[config.mk]
export PLATFORM = sky130hd
export DESIGN_NAME = enokida_mem_port_arbiter
export DESIGN_NICKNAME = d
export VERILOG_FILES = /design/src/rtl/enokida_mem_port_arbiter.sv
export SDC_FILE = /design/constraint.sdc
export NUM_CORES = 1
export LEC_CHECK = 0
export ABC_AREA = 1
export CAP_MARGIN = 25
export CORE_AREA = 2 2 131 133
export CTS_BUF_LIST = sky130_fd_sc_hd__clkbuf_16
export DETAILED_ROUTE_END_ITERATION = 12
export DIE_AREA = 0 0 133 135
export GPL_TIMING_DRIVEN = 0
export PLACE_DENSITY = 0.72
export REMOVE_ABC_BUFFERS = 1
export SYNTH_ARGS = -nofsm -noshare
export SYNTH_HDL_FRONTEND = slang
export SYNTH_SLANG_ARGS = --single-unit
[constraint.sdc]
create_clock -name clk -period 2.2 [get_ports clk]
set_input_delay 0.22 -clock clk [delete_from_list [all_inputs] [get_ports clk]]
set_output_delay 0.22 -clock clk [all_outputs]
set_load 0.02 [all_outputs]
[src/rtl/enokida_mem_port_arbiter.sv]
// Two-port arbiter for the shared RI5CY-protocol data memory port: cache traffic on port 0,
// uncached LSU bypass on port 1, with address-phase hold and in-order response routing.
module enokida_mem_port_arbiter #(
    parameter int unsigned ADDR_WIDTH      = 16,
    parameter int unsigned DATA_WIDTH      = 32,
    parameter int unsigned MAX_OUTSTANDING = 2
) (
    input  logic                                   clk,
    input  logic                                   rst,
    input  logic                                   fixed_prio_i,

    input  logic                                   p0_req_i,
    input  logic [ADDR_WIDTH-1:0]                  p0_addr_i,
    input  logic                                   p0_we_i,
    input  logic [DATA_WIDTH/8-1:0]                p0_be_i,
    input  logic [DATA_WIDTH-1:0]                  p0_wdata_i,
    output logic                                   p0_gnt_o,
    output logic                                   p0_rvalid_o,
    output logic [DATA_WIDTH-1:0]                  p0_rdata_o,

    input  logic                                   p1_req_i,
    input  logic [ADDR_WIDTH-1:0]                  p1_addr_i,
    input  logic                                   p1_we_i,
    input  logic [DATA_WIDTH/8-1:0]                p1_be_i,
    input  logic [DATA_WIDTH-1:0]                  p1_wdata_i,
    output logic                                   p1_gnt_o,
    output logic                                   p1_rvalid_o,
    output logic [DATA_WIDTH-1:0]                  p1_rdata_o,

    output logic                                   mem_req_o,
    output logic [ADDR_WIDTH-1:0]                  mem_addr_o,
    output logic                                   mem_we_o,
    output logic [DATA_WIDTH/8-1:0]                mem_be_o,
    output logic [DATA_WIDTH-1:0]                  mem_wdata_o,
    input  logic                                   mem_gnt_i,
    input  logic                                   mem_rvalid_i,
    input  logic [DATA_WIDTH-1:0]                  mem_rdata_i,

    output logic [$clog2(MAX_OUTSTANDING+1)-1:0]   outstanding_o,
    output logic [31:0]                            gnt_count0_o,
    output logic [31:0]                            gnt_count1_o,
    output logic                                   err_o
);

    localparam int unsigned BE_WIDTH  = DATA_WIDTH / 8;
    localparam int unsigned CNT_WIDTH = $clog2(MAX_OUTSTANDING + 1);
    localparam int unsigned PTR_WIDTH = (MAX_OUTSTANDING > 1) ? $clog2(MAX_OUTSTANDING) : 1;
    localparam logic [CNT_WIDTH-1:0] CNT_MAX  = CNT_WIDTH'(MAX_OUTSTANDING);
    localparam logic [PTR_WIDTH-1:0] PTR_LAST = PTR_WIDTH'(MAX_OUTSTANDING - 1);

    typedef enum logic {
        IDLE = 1'b0,
        HOLD = 1'b1
    } state_t;

    state_t                 state;
    state_t                 state_nxt;
    logic                   owner;
    logic                   owner_nxt;
    logic                   sel;
    logic                   last_grant;
    logic                   grant;
    logic                   resp;
    logic                   head;
    logic                   fifo_full;
    logic                   fifo_empty;
    logic [CNT_WIDTH-1:0]   count;
    logic [PTR_WIDTH-1:0]   wr_ptr;
    logic [PTR_WIDTH-1:0]   rd_ptr;
    logic                   tags [MAX_OUTSTANDING];

    // Full/empty come from the registered count so a same-cycle response never unblocks issue.
    assign fifo_full  = (count == CNT_MAX);
    assign fifo_empty = (count == '0);

    always_ff @(posedge clk) begin
        if (rst) begin
            state <= IDLE;
            owner <= 1'b0;
        end else begin
            state <= state_nxt;
            owner <= owner_nxt;
        end
    end

    // Winner selection, address-phase hold and memory request generation.
    always_comb begin
        state_nxt = state;
        owner_nxt = owner;
        sel       = 1'b0;
        mem_req_o = 1'b0;
        if (!rst) begin
            case (state)
                IDLE: begin
                    if (!fifo_full) begin
                        if (p0_req_i && p1_req_i) begin
                            sel = fixed_prio_i ? 1'b0 : ~last_grant;
                        end else begin
                            sel = p1_req_i;
                        end
                        mem_req_o = p0_req_i | p1_req_i;
                        if (mem_req_o && !mem_gnt_i) begin
                            state_nxt = HOLD;
                            owner_nxt = sel;
                        end
                    end
                end
                HOLD: begin
                    sel       = owner;
                    mem_req_o = owner ? p1_req_i : p0_req_i;
                    if (mem_gnt_i) begin
                        state_nxt = IDLE;
                    end
                end
                default: begin
                    state_nxt = IDLE;
                end
            endcase
        end
    end

    // Address phase is muxed from the selected port and zeroed when nothing is requested.
    assign mem_addr_o  = mem_req_o ? (sel ? p1_addr_i  : p0_addr_i)  : '0;
    assign mem_we_o    = mem_req_o & (sel ? p1_we_i : p0_we_i);
    assign mem_be_o    = mem_req_o ? (sel ? p1_be_i    : p0_be_i)    : BE_WIDTH'(0);
    assign mem_wdata_o = mem_req_o ? (sel ? p1_wdata_i : p0_wdata_i) : '0;

    assign grant    = mem_gnt_i & mem_req_o;
    assign p0_gnt_o = grant & ~sel;
    assign p1_gnt_o = grant & sel;

    assign head        = tags[rd_ptr];
    assign resp        = mem_rvalid_i & ~fifo_empty & ~rst;
    assign p0_rvalid_o = resp & ~head;
    assign p1_rvalid_o = resp & head;
    assign p0_rdata_o  = mem_rdata_i;
    assign p1_rdata_o  = mem_rdata_i;

    always_ff @(posedge clk) begin
        if (grant) begin
            tags[wr_ptr] <= sel;
        end
    end

    // Tag FIFO pointers and occupancy; pointers wrap at MAX_OUTSTANDING, not at a power of two.
    always_ff @(posedge clk) begin
        if (rst) begin
            wr_ptr <= '0;
            rd_ptr <= '0;
            count  <= '0;
        end else begin
            if (grant) begin
                wr_ptr <= (wr_ptr == PTR_LAST) ? '0 : wr_ptr + PTR_WIDTH'(1);
            end
            if (resp) begin
                rd_ptr <= (rd_ptr == PTR_LAST) ? '0 : rd_ptr + PTR_WIDTH'(1);
            end
            case ({grant, resp})
                2'b10:   count <= count + CNT_WIDTH'(1);
                2'b01:   count <= count - CNT_WIDTH'(1);
                default: count <= count;
            endcase
        end
    end

    always_ff @(posedge clk) begin
        if (rst) begin
            last_grant   <= 1'b1;
            gnt_count0_o <= '0;
            gnt_count1_o <= '0;
            err_o        <= 1'b0;
        end else begin
            if (grant) begin
                last_grant <= sel;
            end
            if (p0_gnt_o) begin
                gnt_count0_o <= gnt_count0_o + 32'd1;
            end
            if (p1_gnt_o) begin
                gnt_count1_o <= gnt_count1_o + 32'd1;
            end
            if (mem_rvalid_i && fifo_empty) begin
                err_o <= 1'b1;
            end
        end
    end

    assign outstanding_o = count;

endmodule

Yosys cells after proc, flatten, opt, wreduce, memory -nomap -nowiden
Memories as Yosys holds them, arrays and structs flattened. A register that Yosys moved wholly into a read port is not among the register bits.
Cells that the tools add are included.
- equal/unequal tests: 3
- multiplexer cells: 27
- reductions and logical operators: 7
- bitwise gates (word level): 16
- add/subtract/negate cells: 6
- operators by type and width (operator ; number):
    adder 32 x 1 -> 32 bit (second input constant) ; 2
    2-to-1 mux 32 bit ; 2
    2-to-1 mux 16 bit ; 2
    2-to-1 mux 1 bit ; 17
    bitwise AND 1 bit ; 8
    2-to-1 mux 4 bit ; 2
    NOT 1 bit ; 7
    case mux 1 bit (2 select lines) ; 3
    equality test 2 bit (second input constant) ; 2
    case mux 2 bit (2 select lines) ; 1
    logical AND 1 bit ; 3
    AND reduction 3 bit ; 1
    adder 1 bit (second input constant) ; 2
    adder 2 x 1 -> 2 bit (second input constant) ; 1
    equality test 2 x 1 -> 1 bit (second input constant) ; 1
    zero test 2 bit ; 1
    nonzero test 2 bit ; 1
    subtractor 2 x 1 -> 2 bit (second input constant) ; 1
    zero test 1 bit ; 1
    OR 1 bit ; 1
- register bits: 72
- memories kept: 1
- logic and storage cells: 69
- input port bits: 145
- output and inout port bits: 189
- RAM bits: 2
- memory list (name ; words ; width ; read ports ; clocked after Yosys merged registers in ; write ports ; RTL line ; RTL):
    tags ; 2 ; 1 ; 1 ; 1 ; 1 ; 70 ; logic tags [MAX_OUTSTANDING];

Longest topological paths before layout
Gate-level depths: netlist (run 1).
- depth after elaboration: 8
- mapped depth: 11
- depth with buffers taken out: 10

Least setup slack after synthesis (run 1)
No wires, ideal clock.
- path kind: register -> register
- start point: register count[0], in the netlist outstanding_o[0]
- end point: register count[1], in the netlist outstanding_o[1]
- clock period less this slack: 1955 ps
- arrival time: 1833 ps
- library setup time: 122 ps
- setup slack: 245 ps
- path buffers: 1
- cell stages (with the launch flop): 12
- data required time: 2078 ps
- path through: dfxtp_1 inv_2 nand2_4 nand3_4 nand2_2 nand3_4 buf_2 ha_1 a21oi_1 o21ai_0 o21ai_0 a21oi_1
- cells in the longest elaborated chain, start to end: 7
- elaborated cells between the ends (all ways): 15
- those cells by class: add/sub: 2; eq/ne: 3; mux: 4; bitwise: 4; reduce/logical: 2
- ends and longest elaborated chain (what ; RTL line ; RTL):
    start: declaration ; 67 ; logic [CNT_WIDTH-1:0] count;
    start signal: assignment ; 159 ; 2'b10: count <= count + CNT_WIDTH'(1);
    start signal: assignment ; 160 ; 2'b01: count <= count - CNT_WIDTH'(1);
    start signal: assignment ; 161 ; default: count <= count;
    equality test 2 bit ; 73 ; assign fifo_full = (count == CNT_MAX);
    2-to-1 mux 1 bit ; 95 ; if (!fifo_full) begin
    case mux 1 bit (2 select lines) ; 93 ; case (state)
    2-to-1 mux 1 bit ; 92 ; if (!rst) begin
    bitwise AND 1 bit ; 128 ; assign grant = mem_gnt_i & mem_req_o;
    equality test 2 x 1 -> 1 bit or equality test 2 bit (tied branches) ; 158 ; case ({grant, resp})
    case mux 2 bit (2 select lines) or nonzero test 2 bit (tied branches) ; -- ;
Several ways; a longest one is shown, not always the timed one.
A chain may end at the register's enable or synchronous reset.

Worst setup path in the final report (run 1)
- start point: register count[0], in the netlist outstanding_o[0]
- end point: output port mem_wdata_o[13]
- cells in the longest elaborated chain, start to end: 6
- elaborated cells between the ends (all ways): 9
- those cells by class: eq/ne: 1; mux: 8
- ends and longest elaborated chain (what ; RTL line ; RTL):
    equality test 2 bit * ; 73 ;
    2-to-1 mux 1 bit ; 95 ;
    case mux 1 bit (2 select lines) ; 93 ;
    2-to-1 mux 1 bit ; 92 ;
    2-to-1 mux 32 bit ; 126 ; assign mem_wdata_o = mem_req_o ? (sel ? p1_wdata_i : p0_wdata_i) : '0;
    2-to-1 mux 32 bit * ; 126 ;
    end: declaration ; 34 ; output logic [DATA_WIDTH-1:0] mem_wdata_o,
Every way passes the cells marked *; elsewhere a longest branch is shown, timed or not.

==> impl_metrics.tcl, run 1 <==
set metrics [dict create \
    syn_avg_cell_area_um2 5.876 \
    path_class "reg2out" \
    wire_per_inst_um 18.31 \
    min_path_cells 2 \
    r2r_end "gnt_count0_o[13]" \
    antenna_left 0 \
    path_cells "inv_2 -> nand2_4 -> nand3_4 -> a21oi_4 -> buf_4 -> buf_6 -> o21ai_1 -> nor2_1 -> clkdlybuf4s15_2" \
    cts_tree "done" \
    layout_common_cells "nand2_1, nor2_1, clkdlybuf4s50_1" \
    maxCapViolCount 0 \
    vias 7120 \
    wl_met1_mm 10.88 \
    worstSetupStartpoint "outstanding_o[0]" \
    seqCellArea_um2 1528 \
    clock_path_buffers 2 \
    wirelength_mm 25.98 \
    synth_area_leaders "dfxtp_1, nand2_1, nor2_1" \
    powerDensity_nw_per_um2 467.0 \
    initial_core_util 0.3625 \
    skew_ns 0.008481 \
    cts_buffers 9 \
    setup_viol 0 \
    clkLatencyLatePin_ns 0.35 \
    via_per_inst 5.018 \
    tightest_slew_ns 0.6117 \
    cts.sinks 75 \
    die_h_um 135 \
    stdcell_area_um2 8372 \
    yosysWarnings 0 \
    worst_ep_required_time_ns 1.98 \
    drc 0 \
    ys_types 32 \
    layout-drive-gt1-share 0.1314 \
    slew_headroom 0.5912 \
    yosys.area.top_type "dfxtp_1" \
    critPathLaunchType "flip-flop" \
    antenna_found_initial 4 \
    drtIter0Drc 636 \
    finalCritPeriodShare 0.9672 \
    reg2regPathDepth 11 \
    outcome "finished clean" \
    ys_seq_elements 75 \
    path_clk_slew_ns 0.06 \
    final_common_cell "nand2_1" \
    critPathMaxFanout 5 \
    rsz0062_at_grt "yes" \
    yosysTopAreaCellShare 0.2457 \
    hold_path.class "in2reg" \
    area_growth_pct 40.77 \
    p_leak_nw 3.056 \
    routed.top_layer "met5" \
    first_pass_iters 5 \
    syn-cell-area_um2 5947 \
    io_pins 334 \
    crit_slowest_cell "dfxtp_4" \
    arrival_ns 1.91 \
    nFillCells 1674 \
    dr_wl_met2_mm 10.61 \
    min_period_ns 2.128 \
    dieArea_um2 17960 \
    fin_total_pwr_mw 3.910 \
    cp_slowest_stage_delay_ns 0.37 \
    htreeDepth 3 \
    yosysSeqAreaShare 0.2558 \
    dp_hpwl_mm 19.81 \
    num_rows 47 \
    syn_inst 1012 \
    hold_viol 0 \
    slew_viol_final 0 \
    wl_met3_mm 4.014 \
    die_w_um 133 \
    grt_max_degree 41 \
    grt_pass1_vias 6439 \
    core_area_um2 16410 \
    min-delay-start "rst" \
    grt-ovfl-total 0 \
    fmax_mhz 470.0 \
    placement.io_buffers 237 \
    grt_first_pass_wirelength_mm 38.61 \
    end_kind "primary output" \
    nNetsFinal 1338 \
    ctsRootBufferMaster "clkbuf_16" \
    dpl_cell_area_um2 7959 \
    ir_drop_mv 0.3581 \
    grt_usage 0.2876 \
    multi_input_area_um2 3587 \
    r2r_setup_slack_ns 0.16 \
    routabilityCongestion 0.9688 \
    min_to "gnt_count1_o[13]" \
    r2r-start "outstanding_o[0]" \
]
how the worst max path moves through the flow:
| stage | to | cells after the start |
|---|---|---|
| 2_1_floorplan | gnt_count1_o[0] | 7 |
| 3_3_place_gp | gnt_count1_o[13] | 5 |
| 3_5_place_dp | mem_wdata_o[28] | 8 |
| 4_1_cts | mem_wdata_o[9] | 10 |
| 5_1_grt | mem_wdata_o[14] | 10 |
| 6_report | mem_wdata_o[13] | 9 |
routing by layer:
| metal | global-route usage | up-vias |
|---|---|---|
| li1 | - | 3486 |
| met1 | 0.3672 | 3213 |
| met5 | 0.04167 | - |
| met2 | 0.4165 | 389 |
| met4 | 0.05974 | 6 |
| met3 | 0.1659 | 26 |
where the power goes:
group          total, mW  switching [mW]  internal (mW)  leakage (nW)
sequential          1.40          0.0188           1.39         0.610
clock               1.50           0.629          0.875         0.145
combinational       1.00           0.558          0.443          2.30
total               3.91            1.21           2.70          3.06
worst max-delay path: cells and delay by family, from the launching register on:
kind | cells | cell delay (ns)
and+or+nand+nor | 3 | 0.31
AOI/OAI and AO/OA | 2 | 0.31
buffers and inverters | 4 | 0.56
DFF | 1 | 0.37
synthesized netlist by cell type (all sizes together):
master,n
edfxtp,2
dfxtp,73
clkinv,1
o21ai,80
nand3,54
xor2,3
nor3b,1
nand2,307
clkbuf,8
nand4,1
a21oi,66
xnor2,11
ha,3
nor2,245
inv,64
a211oi,1
a31oi,1
buf,91
stage by stage:
| step | TNS (ns) | setup slack, ns | util | cells | hold WS [ns] |
|---|---|---|---|---|---|
| global placement | -390.47 | -3.591 | 0.4808 | 1370 | 0.4402 |
| detailed placement | -73.07 | -0.8953 | 0.4851 | 1373 | 0.4402 |
| global route | -0.05726 | -0.01821 | 0.5098 | 1416 | 0.2494 |
| finish | 0 | 0.07223 | 0.5103 | 1419 | 0.2542 |
| floorplan | -47.40 | -0.7371 | - | 913 | 0.2824 |
| CTS | -0.0006057 | -0.0006057 | 0.5132 | 1409 | 0.2971 |
logic make-up after synthesis:
logic type,synth area share
xor+xnor,0.02062
flops,0.2558
compound gates,0.1334
fa+ha+maj,0.006312
buf+inv,0.1599
simple gates,0.4239
final cells by class:
class / instances / share of cell area
Clock inverter: 7 / 0.008220
Timing Repair Buffer: 261 / 0.2867
Multi-Input combinational cell: 777 / 0.4285
Clock buffer: 9 / 0.02690
Sequential cell: 75 / 0.1825
Timing Repair inverter: 1 / 0.001943
Inverter: 65 / 0.03124
Tap cell: 220 / 0.03288
Antenna cell: 4 / 0.001196
timing repair:
action / CTS / global route
resized for setup: 185 / 54
endpoints found under the setup margin: 88 / 70
gates cloned: 6 / 1
setup buffers: 14 / 6
pin swaps: 9 / 6
hold buffers: 0 / 0
state kept, by name, indices dropped and copies added, names as in the netlist, 2 cells and up, named ones only:
| name | cells |
|---|---|
| gnt_count1_o | 32 |
| gnt_count0_o | 32 |
| tags | 2 |
| outstanding_o | 2 |
(Power assumes the default switching activity.)
==> run 2, diff against run 1 <==
Clock period 2.2 ns to 2.7 ns, I/O delays scaled along.
==> run 2 against run 1 <==
Compared with the run above:
- final cell count down 0.35%
- clock power is 19% lower
- largest cell class unchanged
- critical endpoint is now p1_gnt_o
- global-route usage shrank 0.28 points
- combinational power fell by 20%
- clock-buffer cell count did not move
- non-clock buffer count down 4
- clock skew is essentially flat
- sequential power is 19% lower
- cell area increased by 1.2%
- hold slack improved by 0.10 ns
- die area did not move
==> impl_metrics.tcl, run 2 (synthesis gave the netlist of run 1 again) <==
set metrics [dict create \
    layout-drive-gt1-share 0.07725 \
    wirelength_mm 25.81 \
    fin_cells 1414 \
    setup_viol 0 \
    grt_usage 0.2848 \
    layout_common_cells "nand2_1, nor2_1, clkdlybuf4s50_1" \
    crit_buf_inv 3 \
    share_comb_of_total_power 0.253 \
    drtIter0Drc 568 \
    via_per_inst 5.033 \
    p_leak_nw 3.237 \
    first_pass_iters 5 \
    critPathLaunchType "input port" \
    wire_per_inst_um 18.25 \
    top_regs "gnt_count0_o: 32 flops, gnt_count1_o: 32 flops" \
    path_class "in2out" \
    nNetsFinal 1334 \
    outcome "finished clean" \
    placement.io_buffers 237 \
    final_common_cell "nand2_1" \
    p_int_mw 2.201 \
    antenna_found_initial 3 \
    core_area_um2 16410 \
    path_cells "clkdlybuf4s50_1 -> inv_2 -> nand2_1 -> nand3_2 -> nand2_2 -> nand3_4 -> nor2_8 -> clkdlybuf4s50_1" \
    worst_ep_required_time_ns 2.43 \
    crit_family "buffers and inverters" \
    arrival_ns 2.24 \
    initial_core_util 0.3625 \
    crit_top_cell "clkdlybuf4s50_1" \
    clkLatencyLatePin_ns 0.35 \
    cp_slowest_stage_delay_ns 0.61 \
    vias 7116 \
    cts_buffers 9 \
    powerDensity_nw_per_um2 374.0 \
    antenna_left 0 \
    fin_total_pwr_mw 3.168 \
    ctsRootBufferMaster "clkbuf_16" \
    grt_pass1_vias 6365 \
    crit_slowest_cell "clkdlybuf4s50_1" \
    grt-ovfl-total 0 \
    routabilityCongestion 0.9688 \
    skew_ns 0.008178 \
    slew_headroom 0.5361 \
    hold_viol 0 \
    die_h_um 135 \
    htreeDepth 3 \
    min_period_ns 2.509 \
    switchingPower_mw 0.9670 \
    end_kind "primary output" \
    dieArea_um2 17960 \
    clock_path_buffers 2 \
    die_w_um 133 \
    swShare 0.3052 \
    hold_path.class "in2reg" \
    final_core_util 0.5162 \
    tightest_slew_ns 0.6951 \
    fmax_mhz 398.6 \
    path_clk_slew_ns 0.06 \
    power_frac_seq 0.361 \
    grt_max_degree 41 \
    slew_viol_final 0 \
    num_rows 47 \
    placed_cells 1373 \
    maxCapViolCount 0 \
    cts_tree "done" \
    io_pins 334 \
    ir_drop_mv 0.2871 \
    grt_first_pass_wirelength_mm 38.21 \
    cts.sinks 75 \
    finalCritPeriodShare 0.9293 \
    drc 0 \
    critPathMaxFanout 9 \
    area_growth_pct 42.42 \
    rsz0062_at_grt "no" \
    power_frac_clock 0.386 \
    dp_hpwl_mm 19.81 \
]
run 2: layer usage:
layer | share of wire | wire length (µm) | GRT usage | vias to the layer above
met4 | 0.012 | 320 | 0.05974 | 6
li1 | - | - | - | 3481
met3 | 0.15 | 3946 | 0.1607 | 24
met2 | 0.41 | 10650 | 0.4139 | 400
met5 | 0.0043 | 111 | 0.04167 | -
met1 | 0.42 | 10780 | 0.3645 | 3205
run 2: power by group through the flow:
| stage | Clock, mW | Combinational (mW) | Sequential (mW) |
|---|---|---|---|
| floorplan | 0 | 0.318 | 1.17 |
| finish | 1.22 | 0.801 | 1.14 |
| global route | 1.29 | 0.861 | 1.14 |
| global placement | 0 | 0.751 | 1.17 |
| detailed placement | 0 | 0.771 | 1.17 |
| CTS | 1.24 | 0.790 | 1.14 |
run 2: area by class of cell:
cell class                 instances  area [µm²]
timing repair inverter             1       16.27
clock buffer                       9       225.2
tap                              220       275.3
antenna                            3       7.507
fill                            1652        7938
inverter                          65       259.0
timing repair buffer             257        2550
sequential                        75        1521
multi-input combinational        777        3546
clock inverter                     7       68.82
run 2: through the flow:
step	instance area, µm²	hold WS [ns]	TNS [ns]	worst slack, ns
5_1_grt	8462	0.3570	0	0.07475
3_3_place_gp	7889	0.4557	-332.62	-3.141
6_report	8469	0.3549	0	0.1909
2_1_floorplan	5241	0.3324	-6.858	-0.2371
4_1_cts	8367	0.3471	0	0.008358
3_5_place_dp	7959	0.4802	-25.90	-0.4953
run 2: worst paths after layout:
check / start / end / slack, ns / cells after the start
worst max-delay path: p1_req_i / p1_gnt_o / 0.19 / 8
worst min-delay path: rst / gnt_count1_o[13] / 0.35 / 2
worst max register to register: outstanding_o[0] / gnt_count0_o[12] / 0.56 / 9
worst min register to register: last_grant / last_grant / 0.49 / 2
run 2: timing repair:
| item | CTS | global route |
|---|---|---|
| cloned | 5 | 0 |
| buffers inserted | 8 | 9 |
| pin swaps | 4 | 1 |
| resized for setup | 49 | 11 |
| endpoints found under the setup margin | 56 | 13 |
| hold buffers | 0 | 0 |
